$ cat src/rtl/id_ex_stage_if.sv
// ============================================================================
// id_ex_stage_if: ID-side inputs, forwarding sources and ALU-side outputs of
// the ID/EX stage. Rev 1.0
// ============================================================================
`default_nettype none

interface id_ex_stage_if #(
  parameter int DATA_W = 32,
  parameter int REG_AW = 5
);
  logic              hold;
  logic              flush;
  logic              id_valid;
  logic [4:0]        id_ALUCode;
  logic              id_ALUSrcA;
  logic              id_ALUSrcB;
  logic              id_uses_rt;
  logic              id_RegWrite;
  logic              id_MemRead;
  logic              id_MemWrite;
  logic              id_MemtoReg;
  logic              id_RegDst;
  logic [DATA_W-1:0] id_rs_data;
  logic [DATA_W-1:0] id_rt_data;
  logic [DATA_W-1:0] id_imm32;
  logic [4:0]        id_shamt;
  logic [REG_AW-1:0] id_rs;
  logic [REG_AW-1:0] id_rt;
  logic [REG_AW-1:0] id_rd;
  logic              mem_RegWrite;
  logic [REG_AW-1:0] mem_WriteReg;
  logic [DATA_W-1:0] mem_Result;
  logic              wb_RegWrite;
  logic [REG_AW-1:0] wb_WriteReg;
  logic [DATA_W-1:0] wb_Data;
  logic              load_use_stall;
  logic              ex_valid;
  logic [4:0]        ex_ALUCode;
  logic [DATA_W-1:0] ex_A;
  logic [DATA_W-1:0] ex_B;
  logic [DATA_W-1:0] ex_StoreData;
  logic [REG_AW-1:0] ex_WriteReg;
  logic              ex_RegWrite;
  logic              ex_MemRead;
  logic              ex_MemWrite;
  logic              ex_MemtoReg;

  modport slave (
    input  hold, flush, id_valid, id_ALUCode, id_ALUSrcA, id_ALUSrcB, id_uses_rt,
           id_RegWrite, id_MemRead, id_MemWrite, id_MemtoReg, id_RegDst,
           id_rs_data, id_rt_data, id_imm32, id_shamt, id_rs, id_rt, id_rd,
           mem_RegWrite, mem_WriteReg, mem_Result, wb_RegWrite, wb_WriteReg, wb_Data,
    output load_use_stall, ex_valid, ex_ALUCode, ex_A, ex_B, ex_StoreData,
           ex_WriteReg, ex_RegWrite, ex_MemRead, ex_MemWrite, ex_MemtoReg
  );

  modport master (
    output hold, flush, id_valid, id_ALUCode, id_ALUSrcA, id_ALUSrcB, id_uses_rt,
           id_RegWrite, id_MemRead, id_MemWrite, id_MemtoReg, id_RegDst,
           id_rs_data, id_rt_data, id_imm32, id_shamt, id_rs, id_rt, id_rd,
           mem_RegWrite, mem_WriteReg, mem_Result, wb_RegWrite, wb_WriteReg, wb_Data,
    input  load_use_stall, ex_valid, ex_ALUCode, ex_A, ex_B, ex_StoreData,
           ex_WriteReg, ex_RegWrite, ex_MemRead, ex_MemWrite, ex_MemtoReg
  );
endinterface

`default_nettype wire

$ cat src/rtl/id_ex_stage.sv
// ============================================================================
// id_ex_stage: ID/EX pipeline register, EX operand forwarding and load-use
// hazard detection for the 5-stage MIPS pipeline. Rev 1.0
// ============================================================================
`default_nettype none

module id_ex_stage #(
  parameter int DATA_W = 32,
  parameter int REG_AW = 5
) (
  input  logic          clk,
  input  logic          reset,
  id_ex_stage_if.slave  bus
);

  logic              r_valid;
  logic [4:0]        r_alucode;
  logic              r_srca;
  logic              r_srcb;
  logic              r_regwrite;
  logic              r_memread;
  logic              r_memwrite;
  logic              r_memtoreg;
  logic [REG_AW-1:0] r_rs;
  logic [REG_AW-1:0] r_rt;
  logic [REG_AW-1:0] r_wreg;
  logic [DATA_W-1:0] r_rs_data;
  logic [DATA_W-1:0] r_rt_data;
  logic [DATA_W-1:0] r_imm;
  logic [4:0]        r_shamt;

  logic              w_stall;
  logic              w_bubble;
  logic              w_wb_hits_rs;
  logic              w_wb_hits_rt;
  logic [DATA_W-1:0] w_cap_rs_data;
  logic [DATA_W-1:0] w_cap_rt_data;
  logic [DATA_W-1:0] w_fwd_rs;
  logic [DATA_W-1:0] w_fwd_rt;

  // A load in EX whose target is read by the ID instruction cannot be forwarded in time.
  assign w_stall = r_valid & r_memread & (r_rt != '0) & bus.id_valid &
                   ((r_rt == bus.id_rs) | (bus.id_uses_rt & (r_rt == bus.id_rt)));
  assign w_bubble = bus.flush | w_stall;

  // The register file is written in the same cycle it is read, so take WB data directly.
  assign w_wb_hits_rs  = bus.wb_RegWrite & (bus.wb_WriteReg != '0) & (bus.wb_WriteReg == bus.id_rs);
  assign w_wb_hits_rt  = bus.wb_RegWrite & (bus.wb_WriteReg != '0) & (bus.wb_WriteReg == bus.id_rt);
  assign w_cap_rs_data = w_wb_hits_rs ? bus.wb_Data : bus.id_rs_data;
  assign w_cap_rt_data = w_wb_hits_rt ? bus.wb_Data : bus.id_rt_data;

  always_ff @(posedge clk) begin
    if (reset) begin
      r_valid    <= 1'b0;
      r_alucode  <= 5'b00000;
      r_srca     <= 1'b0;
      r_srcb     <= 1'b0;
      r_regwrite <= 1'b0;
      r_memread  <= 1'b0;
      r_memwrite <= 1'b0;
      r_memtoreg <= 1'b0;
      r_rs       <= '0;
      r_rt       <= '0;
      r_wreg     <= '0;
      r_rs_data  <= '0;
      r_rt_data  <= '0;
      r_imm      <= '0;
      r_shamt    <= 5'b00000;
    end else if (!bus.hold) begin
      r_srca    <= bus.id_ALUSrcA;
      r_srcb    <= bus.id_ALUSrcB;
      r_rs      <= bus.id_rs;
      r_rt      <= bus.id_rt;
      r_wreg    <= bus.id_RegDst ? bus.id_rd : bus.id_rt;
      r_rs_data <= w_cap_rs_data;
      r_rt_data <= w_cap_rt_data;
      r_imm     <= bus.id_imm32;
      r_shamt   <= bus.id_shamt;
      if (w_bubble) begin
        r_valid    <= 1'b0;
        r_alucode  <= 5'b00000;
        r_regwrite <= 1'b0;
        r_memread  <= 1'b0;
        r_memwrite <= 1'b0;
        r_memtoreg <= 1'b0;
      end else begin
        r_valid    <= bus.id_valid;
        r_alucode  <= bus.id_ALUCode;
        r_regwrite <= bus.id_RegWrite;
        r_memread  <= bus.id_MemRead;
        r_memwrite <= bus.id_MemWrite;
        r_memtoreg <= bus.id_MemtoReg;
      end
    end
  end

  // EX/MEM is the younger producer, so it takes precedence over MEM/WB.
  assign w_fwd_rs = (bus.mem_RegWrite & (bus.mem_WriteReg != '0) & (bus.mem_WriteReg == r_rs)) ? bus.mem_Result :
                    (bus.wb_RegWrite  & (bus.wb_WriteReg  != '0) & (bus.wb_WriteReg  == r_rs)) ? bus.wb_Data :
                    r_rs_data;
  assign w_fwd_rt = (bus.mem_RegWrite & (bus.mem_WriteReg != '0) & (bus.mem_WriteReg == r_rt)) ? bus.mem_Result :
                    (bus.wb_RegWrite  & (bus.wb_WriteReg  != '0) & (bus.wb_WriteReg  == r_rt)) ? bus.wb_Data :
                    r_rt_data;

  assign bus.load_use_stall = w_stall;
  assign bus.ex_valid       = r_valid;
  assign bus.ex_ALUCode     = r_alucode;
  assign bus.ex_A           = r_srca ? {{(DATA_W-5){1'b0}}, r_shamt} : w_fwd_rs;
  assign bus.ex_B           = r_srcb ? r_imm : w_fwd_rt;
  assign bus.ex_StoreData   = w_fwd_rt;
  assign bus.ex_WriteReg    = r_wreg;
  assign bus.ex_RegWrite    = r_regwrite;
  assign bus.ex_MemRead     = r_memread;
  assign bus.ex_MemWrite    = r_memwrite;
  assign bus.ex_MemtoReg    = r_memtoreg;

endmodule

`default_nettype wire

$ cat src/flat_wrapper.sv
// flat-port wrapper written by rule: the top's interface ports become plain ports
module id_ex_stage_flat 
#(
  parameter int DATA_W = 32,
  parameter int REG_AW = 5
)
  (clk, reset, bus_hold, bus_flush, bus_id_valid, bus_id_ALUCode, bus_id_ALUSrcA, bus_id_ALUSrcB, bus_id_uses_rt, bus_id_RegWrite, bus_id_MemRead, bus_id_MemWrite, bus_id_MemtoReg, bus_id_RegDst, bus_id_rs_data, bus_id_rt_data, bus_id_imm32, bus_id_shamt, bus_id_rs, bus_id_rt, bus_id_rd, bus_mem_RegWrite, bus_mem_WriteReg, bus_mem_Result, bus_wb_RegWrite, bus_wb_WriteReg, bus_wb_Data, bus_load_use_stall, bus_ex_valid, bus_ex_ALUCode, bus_ex_A, bus_ex_B, bus_ex_StoreData, bus_ex_WriteReg, bus_ex_RegWrite, bus_ex_MemRead, bus_ex_MemWrite, bus_ex_MemtoReg);
  id_ex_stage_if #(.DATA_W(DATA_W), .REG_AW(REG_AW)) bus_i ();
  input  logic clk;
  input  logic reset;
  input wire logic [$bits(bus_i.hold)-1:0] bus_hold;
  input wire logic [$bits(bus_i.flush)-1:0] bus_flush;
  input wire logic [$bits(bus_i.id_valid)-1:0] bus_id_valid;
  input wire logic [$bits(bus_i.id_ALUCode)-1:0] bus_id_ALUCode;
  input wire logic [$bits(bus_i.id_ALUSrcA)-1:0] bus_id_ALUSrcA;
  input wire logic [$bits(bus_i.id_ALUSrcB)-1:0] bus_id_ALUSrcB;
  input wire logic [$bits(bus_i.id_uses_rt)-1:0] bus_id_uses_rt;
  input wire logic [$bits(bus_i.id_RegWrite)-1:0] bus_id_RegWrite;
  input wire logic [$bits(bus_i.id_MemRead)-1:0] bus_id_MemRead;
  input wire logic [$bits(bus_i.id_MemWrite)-1:0] bus_id_MemWrite;
  input wire logic [$bits(bus_i.id_MemtoReg)-1:0] bus_id_MemtoReg;
  input wire logic [$bits(bus_i.id_RegDst)-1:0] bus_id_RegDst;
  input wire logic [$bits(bus_i.id_rs_data)-1:0] bus_id_rs_data;
  input wire logic [$bits(bus_i.id_rt_data)-1:0] bus_id_rt_data;
  input wire logic [$bits(bus_i.id_imm32)-1:0] bus_id_imm32;
  input wire logic [$bits(bus_i.id_shamt)-1:0] bus_id_shamt;
  input wire logic [$bits(bus_i.id_rs)-1:0] bus_id_rs;
  input wire logic [$bits(bus_i.id_rt)-1:0] bus_id_rt;
  input wire logic [$bits(bus_i.id_rd)-1:0] bus_id_rd;
  input wire logic [$bits(bus_i.mem_RegWrite)-1:0] bus_mem_RegWrite;
  input wire logic [$bits(bus_i.mem_WriteReg)-1:0] bus_mem_WriteReg;
  input wire logic [$bits(bus_i.mem_Result)-1:0] bus_mem_Result;
  input wire logic [$bits(bus_i.wb_RegWrite)-1:0] bus_wb_RegWrite;
  input wire logic [$bits(bus_i.wb_WriteReg)-1:0] bus_wb_WriteReg;
  input wire logic [$bits(bus_i.wb_Data)-1:0] bus_wb_Data;
  output wire logic [$bits(bus_i.load_use_stall)-1:0] bus_load_use_stall;
  output wire logic [$bits(bus_i.ex_valid)-1:0] bus_ex_valid;
  output wire logic [$bits(bus_i.ex_ALUCode)-1:0] bus_ex_ALUCode;
  output wire logic [$bits(bus_i.ex_A)-1:0] bus_ex_A;
  output wire logic [$bits(bus_i.ex_B)-1:0] bus_ex_B;
  output wire logic [$bits(bus_i.ex_StoreData)-1:0] bus_ex_StoreData;
  output wire logic [$bits(bus_i.ex_WriteReg)-1:0] bus_ex_WriteReg;
  output wire logic [$bits(bus_i.ex_RegWrite)-1:0] bus_ex_RegWrite;
  output wire logic [$bits(bus_i.ex_MemRead)-1:0] bus_ex_MemRead;
  output wire logic [$bits(bus_i.ex_MemWrite)-1:0] bus_ex_MemWrite;
  output wire logic [$bits(bus_i.ex_MemtoReg)-1:0] bus_ex_MemtoReg;
  assign bus_i.hold = bus_hold;
  assign bus_i.flush = bus_flush;
  assign bus_i.id_valid = bus_id_valid;
  assign bus_i.id_ALUCode = bus_id_ALUCode;
  assign bus_i.id_ALUSrcA = bus_id_ALUSrcA;
  assign bus_i.id_ALUSrcB = bus_id_ALUSrcB;
  assign bus_i.id_uses_rt = bus_id_uses_rt;
  assign bus_i.id_RegWrite = bus_id_RegWrite;
  assign bus_i.id_MemRead = bus_id_MemRead;
  assign bus_i.id_MemWrite = bus_id_MemWrite;
  assign bus_i.id_MemtoReg = bus_id_MemtoReg;
  assign bus_i.id_RegDst = bus_id_RegDst;
  assign bus_i.id_rs_data = bus_id_rs_data;
  assign bus_i.id_rt_data = bus_id_rt_data;
  assign bus_i.id_imm32 = bus_id_imm32;
  assign bus_i.id_shamt = bus_id_shamt;
  assign bus_i.id_rs = bus_id_rs;
  assign bus_i.id_rt = bus_id_rt;
  assign bus_i.id_rd = bus_id_rd;
  assign bus_i.mem_RegWrite = bus_mem_RegWrite;
  assign bus_i.mem_WriteReg = bus_mem_WriteReg;
  assign bus_i.mem_Result = bus_mem_Result;
  assign bus_i.wb_RegWrite = bus_wb_RegWrite;
  assign bus_i.wb_WriteReg = bus_wb_WriteReg;
  assign bus_i.wb_Data = bus_wb_Data;
  assign bus_load_use_stall = bus_i.load_use_stall;
  assign bus_ex_valid = bus_i.ex_valid;
  assign bus_ex_ALUCode = bus_i.ex_ALUCode;
  assign bus_ex_A = bus_i.ex_A;
  assign bus_ex_B = bus_i.ex_B;
  assign bus_ex_StoreData = bus_i.ex_StoreData;
  assign bus_ex_WriteReg = bus_i.ex_WriteReg;
  assign bus_ex_RegWrite = bus_i.ex_RegWrite;
  assign bus_ex_MemRead = bus_i.ex_MemRead;
  assign bus_ex_MemWrite = bus_i.ex_MemWrite;
  assign bus_ex_MemtoReg = bus_i.ex_MemtoReg;
  id_ex_stage #(.DATA_W(DATA_W), .REG_AW(REG_AW)) u_core (.clk(clk), .reset(reset), .bus(bus_i));
endmodule
$ cat config.mk
export PLATFORM = sky130hd
export DESIGN_NAME = id_ex_stage_flat
export DESIGN_NICKNAME = d
export VERILOG_FILES = /design/src/rtl/id_ex_stage_if.sv /design/src/rtl/id_ex_stage.sv /design/src/flat_wrapper.sv
export SDC_FILE = /design/constraint.sdc
export NUM_CORES = 1
export LEC_CHECK = 0
export CAP_MARGIN = 10
export CORE_ASPECT_RATIO = 1.5
export CORE_UTILIZATION = 35
export CTS_CLUSTER_SIZE = 20
export DETAILED_ROUTE_END_ITERATION = 10
export GPL_TIMING_DRIVEN = 1
export PLACE_DENSITY = 0.69
export RECOVER_POWER = 100
export SYNTH_ARGS = -nofsm -noshare
export SYNTH_HDL_FRONTEND = slang
export SYNTH_SLANG_ARGS = --single-unit
$ cat constraint.sdc
create_clock -name clk -period 2.7 [get_ports clk]
set_input_delay 0.54 -clock clk [delete_from_list [all_inputs] [get_ports clk]]
set_output_delay 0.54 -clock clk [all_outputs]
set_load 0.03 [all_outputs]
==> results.sh <==
export IMPL_netlist_cell_type_count=45
export IMPL_start_util=0.3602
export IMPL_die_w_um=126.4
export IMPL_htreeDepth=4
export IMPL_cpMaxStageDelayCell="nor4_4"
export IMPL_routedWlPerCell_um=22.00
export IMPL_ctsHoldBuffers=0
export IMPL_nFillCells=1546
export IMPL_fin_skew_ns=0.005458
export IMPL_synth_mux_area_fraction=0.1192
export IMPL_synth_seq_cells=128
export IMPL_clkSinkCount=128
export IMPL_vdd_drop_max_mv=0.4508
export IMPL_synth_top_family_by_area="compound AO/OA/AOI/OAI gates"
export IMPL_synth_edf_count=0
export IMPL_grt_pass1_wl_um=55890
export IMPL_fin_crit_ns=3.272
export IMPL_path_clk_slew_ns=0.06
export IMPL_grt_pass1_vias=9923
export IMPL_yosys_warnings=0
export IMPL_syn_num_nets=1184
export IMPL_required_ns=2.16
export IMPL_first_pass_iters=5
export IMPL_p_leak_uw=0.006202
export IMPL_max_cap_violations=1
export IMPL_fin_crit_sh=1.212
export IMPL_dp_hpwl_um=24140
export IMPL_core_um2=22550
export IMPL_synthAdderAreaFrac=0
export IMPL_tightest_slew_ns=2.194
export IMPL_clock_latency_ns=0.44
export IMPL_place_gp_congestion=0.8555
export IMPL_drive_gt1_frac=0.4199
export IMPL_yosysSeqAreaShare=0.3155
export IMPL_gr_total_overflow=0
export IMPL_status="finished with violations"
export IMPL_layout_commonest_cell="clkdlybuf4s50_1"
export IMPL_synthXorXnorAreaFrac=0.04314
export IMPL_violations="capacitance limit, slew limit, setup timing"
export IMPL_layout_setup_ws_ns=-0.5721
export IMPL_final_max_slew_viol_count=90
export IMPL_cts_tree="done"
export IMPL_async_flop_share=0
export IMPL_slew_headroom=-0.4626
export IMPL_worst_path_max_fanout=4
export IMPL_crit_chain="dlygate4sd2_1 -> buf_4 -> xnor2_1 -> nand4_1 -> buf_4 -> nor4_4 -> buf_4 -> a211oi_4 -> o31ai_4 -> buf_6"
export IMPL_avgSynthCellArea_um2=8.338
export IMPL_synthSimpleGateAreaFrac=0.2202
export IMPL_area_growth_pct=101.0
export IMPL_nNetsFinal=1614
export IMPL_cp_arrival_ns=2.73
export IMPL_layout_cells_most_common_list="clkdlybuf4s50_1 (194), buf_6 (142), nor2_1 (133)"
export IMPL_powerDensity_nw_per_um2=452.1
export IMPL_die_area_um2=23830
export IMPL_cts_max_path_buffers=2
export IMPL_io_buffers=321
export IMPL_vias=9532
export IMPL_finalHoldViolCount=0
export IMPL_fin_hold_ws_ns=0.4626
export IMPL_die_y_um=188.6
export IMPL_synthFlopType="dfxtp_1"
export IMPL_synth_area_um2=8122
export IMPL_antenna_found_initial=6
export IMPL_rsz0062_at_grt="true"
export IMPL_startpoint_type="input port"
export IMPL_max_stage_delay_ns=0.41
export IMPL_detailedPlace_worstSlack_ns=-1.127
export IMPL_drc=0
export IMPL_final_antenna_net_count=0
export IMPL_drtIter0Drc=497
export IMPL_synth_compound_area_share=0.2285
export IMPL_cts_root_buf="clkbuf_16"
export IMPL_path_class="in2out"
export IMPL_final_core_util=0.7240
export IMPL_total_power_uw=7382
export IMPL_rows=67
export IMPL_crit_top_cell="buf_4"
export IMPL_via_per_inst=5.610
export IMPL_max_freq_mhz=305.6
export IMPL_detail_route_wirelength_um=37370
export IMPL_regArea_um2=2580
export IMPL_grt_max_degree=92
export IMPL_setup_viol=127
export IMPL_fin_tns_setup_ns=-44.12
export IMPL_multi_input_area_um2=7039
export IMPL_cts_made_buffers=17
export IMPL_postSynthCellCount=974
export IMPL_hold_class="reg2reg"
export IMPL_ios=322
export IMPL_grt_total_usage=0.3093
export IMPL_end_kind="output pin"
[registers in the layout (all words and copies together) (netlist names)]
register                cells
u_core.r_shamt              5
u_core.r_rs                 5
u_core.bus.ex_ALUCode       5
u_core.bus.ex_MemWrite      1
u_core.r_srcb               1
u_core.r_srca               1
u_core.bus.ex_valid         1
u_core.bus.ex_RegWrite      1
u_core.bus.ex_MemRead       1
u_core.r_imm               32
u_core.bus.ex_WriteReg      5
u_core.bus.ex_MemtoReg      1
u_core.r_rt_data           32
u_core.r_rs_data           32
u_core.r_rt                 5
[logic make-up (layout without fill, tap and decap cells)]
logic type                Yosys count  in the layout
AOI/OAI and AO/OA                 210            211
DFF                               128            128
and+or+nand+nor                   363            365
other                               0              6
muxes                              95             95
buffers and inverters             138            578
xor gates and xnor gates           40             40
[power breakdown]
| part | internal, µW | switching [µW] |
|---|---|---|
| logic | 1320 | 1290 |
| registers | 2010 | 106 |
| clock network | 1690 | 958 |
[through the flow]
step	instances	area, µm²
detailed placement	1599	13620
finish	1699	16330
global placement	1599	13620
floorplan	974	9589
CTS	1677	15990
global route	1699	16330
[path summary, 6_finish.rpt]
check | slack, ns | cells after the start | startpoint | to
setup / recovery | -0.57 | 10 | bus_mem_WriteReg[1] | bus_ex_A[2]
hold / removal | 0.46 | 1 | u_core.bus.ex_ALUCode[1] | u_core.bus.ex_ALUCode[1]
setup reg to reg | 0.75 | 8 | u_core.r_rt[0] | u_core.bus.ex_MemRead
hold reg to reg | 0.46 | 1 | u_core.bus.ex_ALUCode[1] | u_core.bus.ex_ALUCode[1]
[timing repair]
item	in CTS	in global routing
pin swaps	72	48
setup endpoints to repair	98	97
setup buffers	45	29
cloned	9	1
resized for setup	366	70
[critical path, delay by kind of cell]
kind / cells / cell delay (ns)
xor+xnor: 1 / 0.14
compound gates: 2 / 0.35
simple gates: 2 / 0.60
buf+inv: 5 / 1.09
[cell usage after synthesis (23+ instances only)]
cell       count  area share
nor2_1       161       0.074
dfxtp_1      128        0.32
mux2i_1       81        0.10
nor3_1        80       0.049
clkbuf_1      62       0.029
a211oi_1      40       0.037
inv_1         33       0.015
nor2b_1       33       0.025
a2111oi_0     32       0.035
a2111oi_2     32       0.059
nor3b_1       32       0.030
buf_2         27       0.017
a21oi_1       23       0.014
nand2_1       23       0.011
o31ai_1       23       0.021
[cell type report]
class                   instances  share of cell area
multi-input cells             711              0.4311
repair buffers                513              0.3407
flip-flops and latches        128              0.1580
clock buffers                  20             0.02797
well taps                     276             0.02115
clock inverters                12             0.01249
inverters                      33            0.007587
diodes                          6           0.0009196
[routing by layer]
layer  vias up  share of wire  GRT usage
met1      4660           0.36     0.3260
met4         0          0.062     0.1983
met5         -              0          0
met2       376           0.53     0.5599
met3       123          0.046    0.05735
li1       4373              -          -
Note: power is estimated with default switching activity, not from simulation.
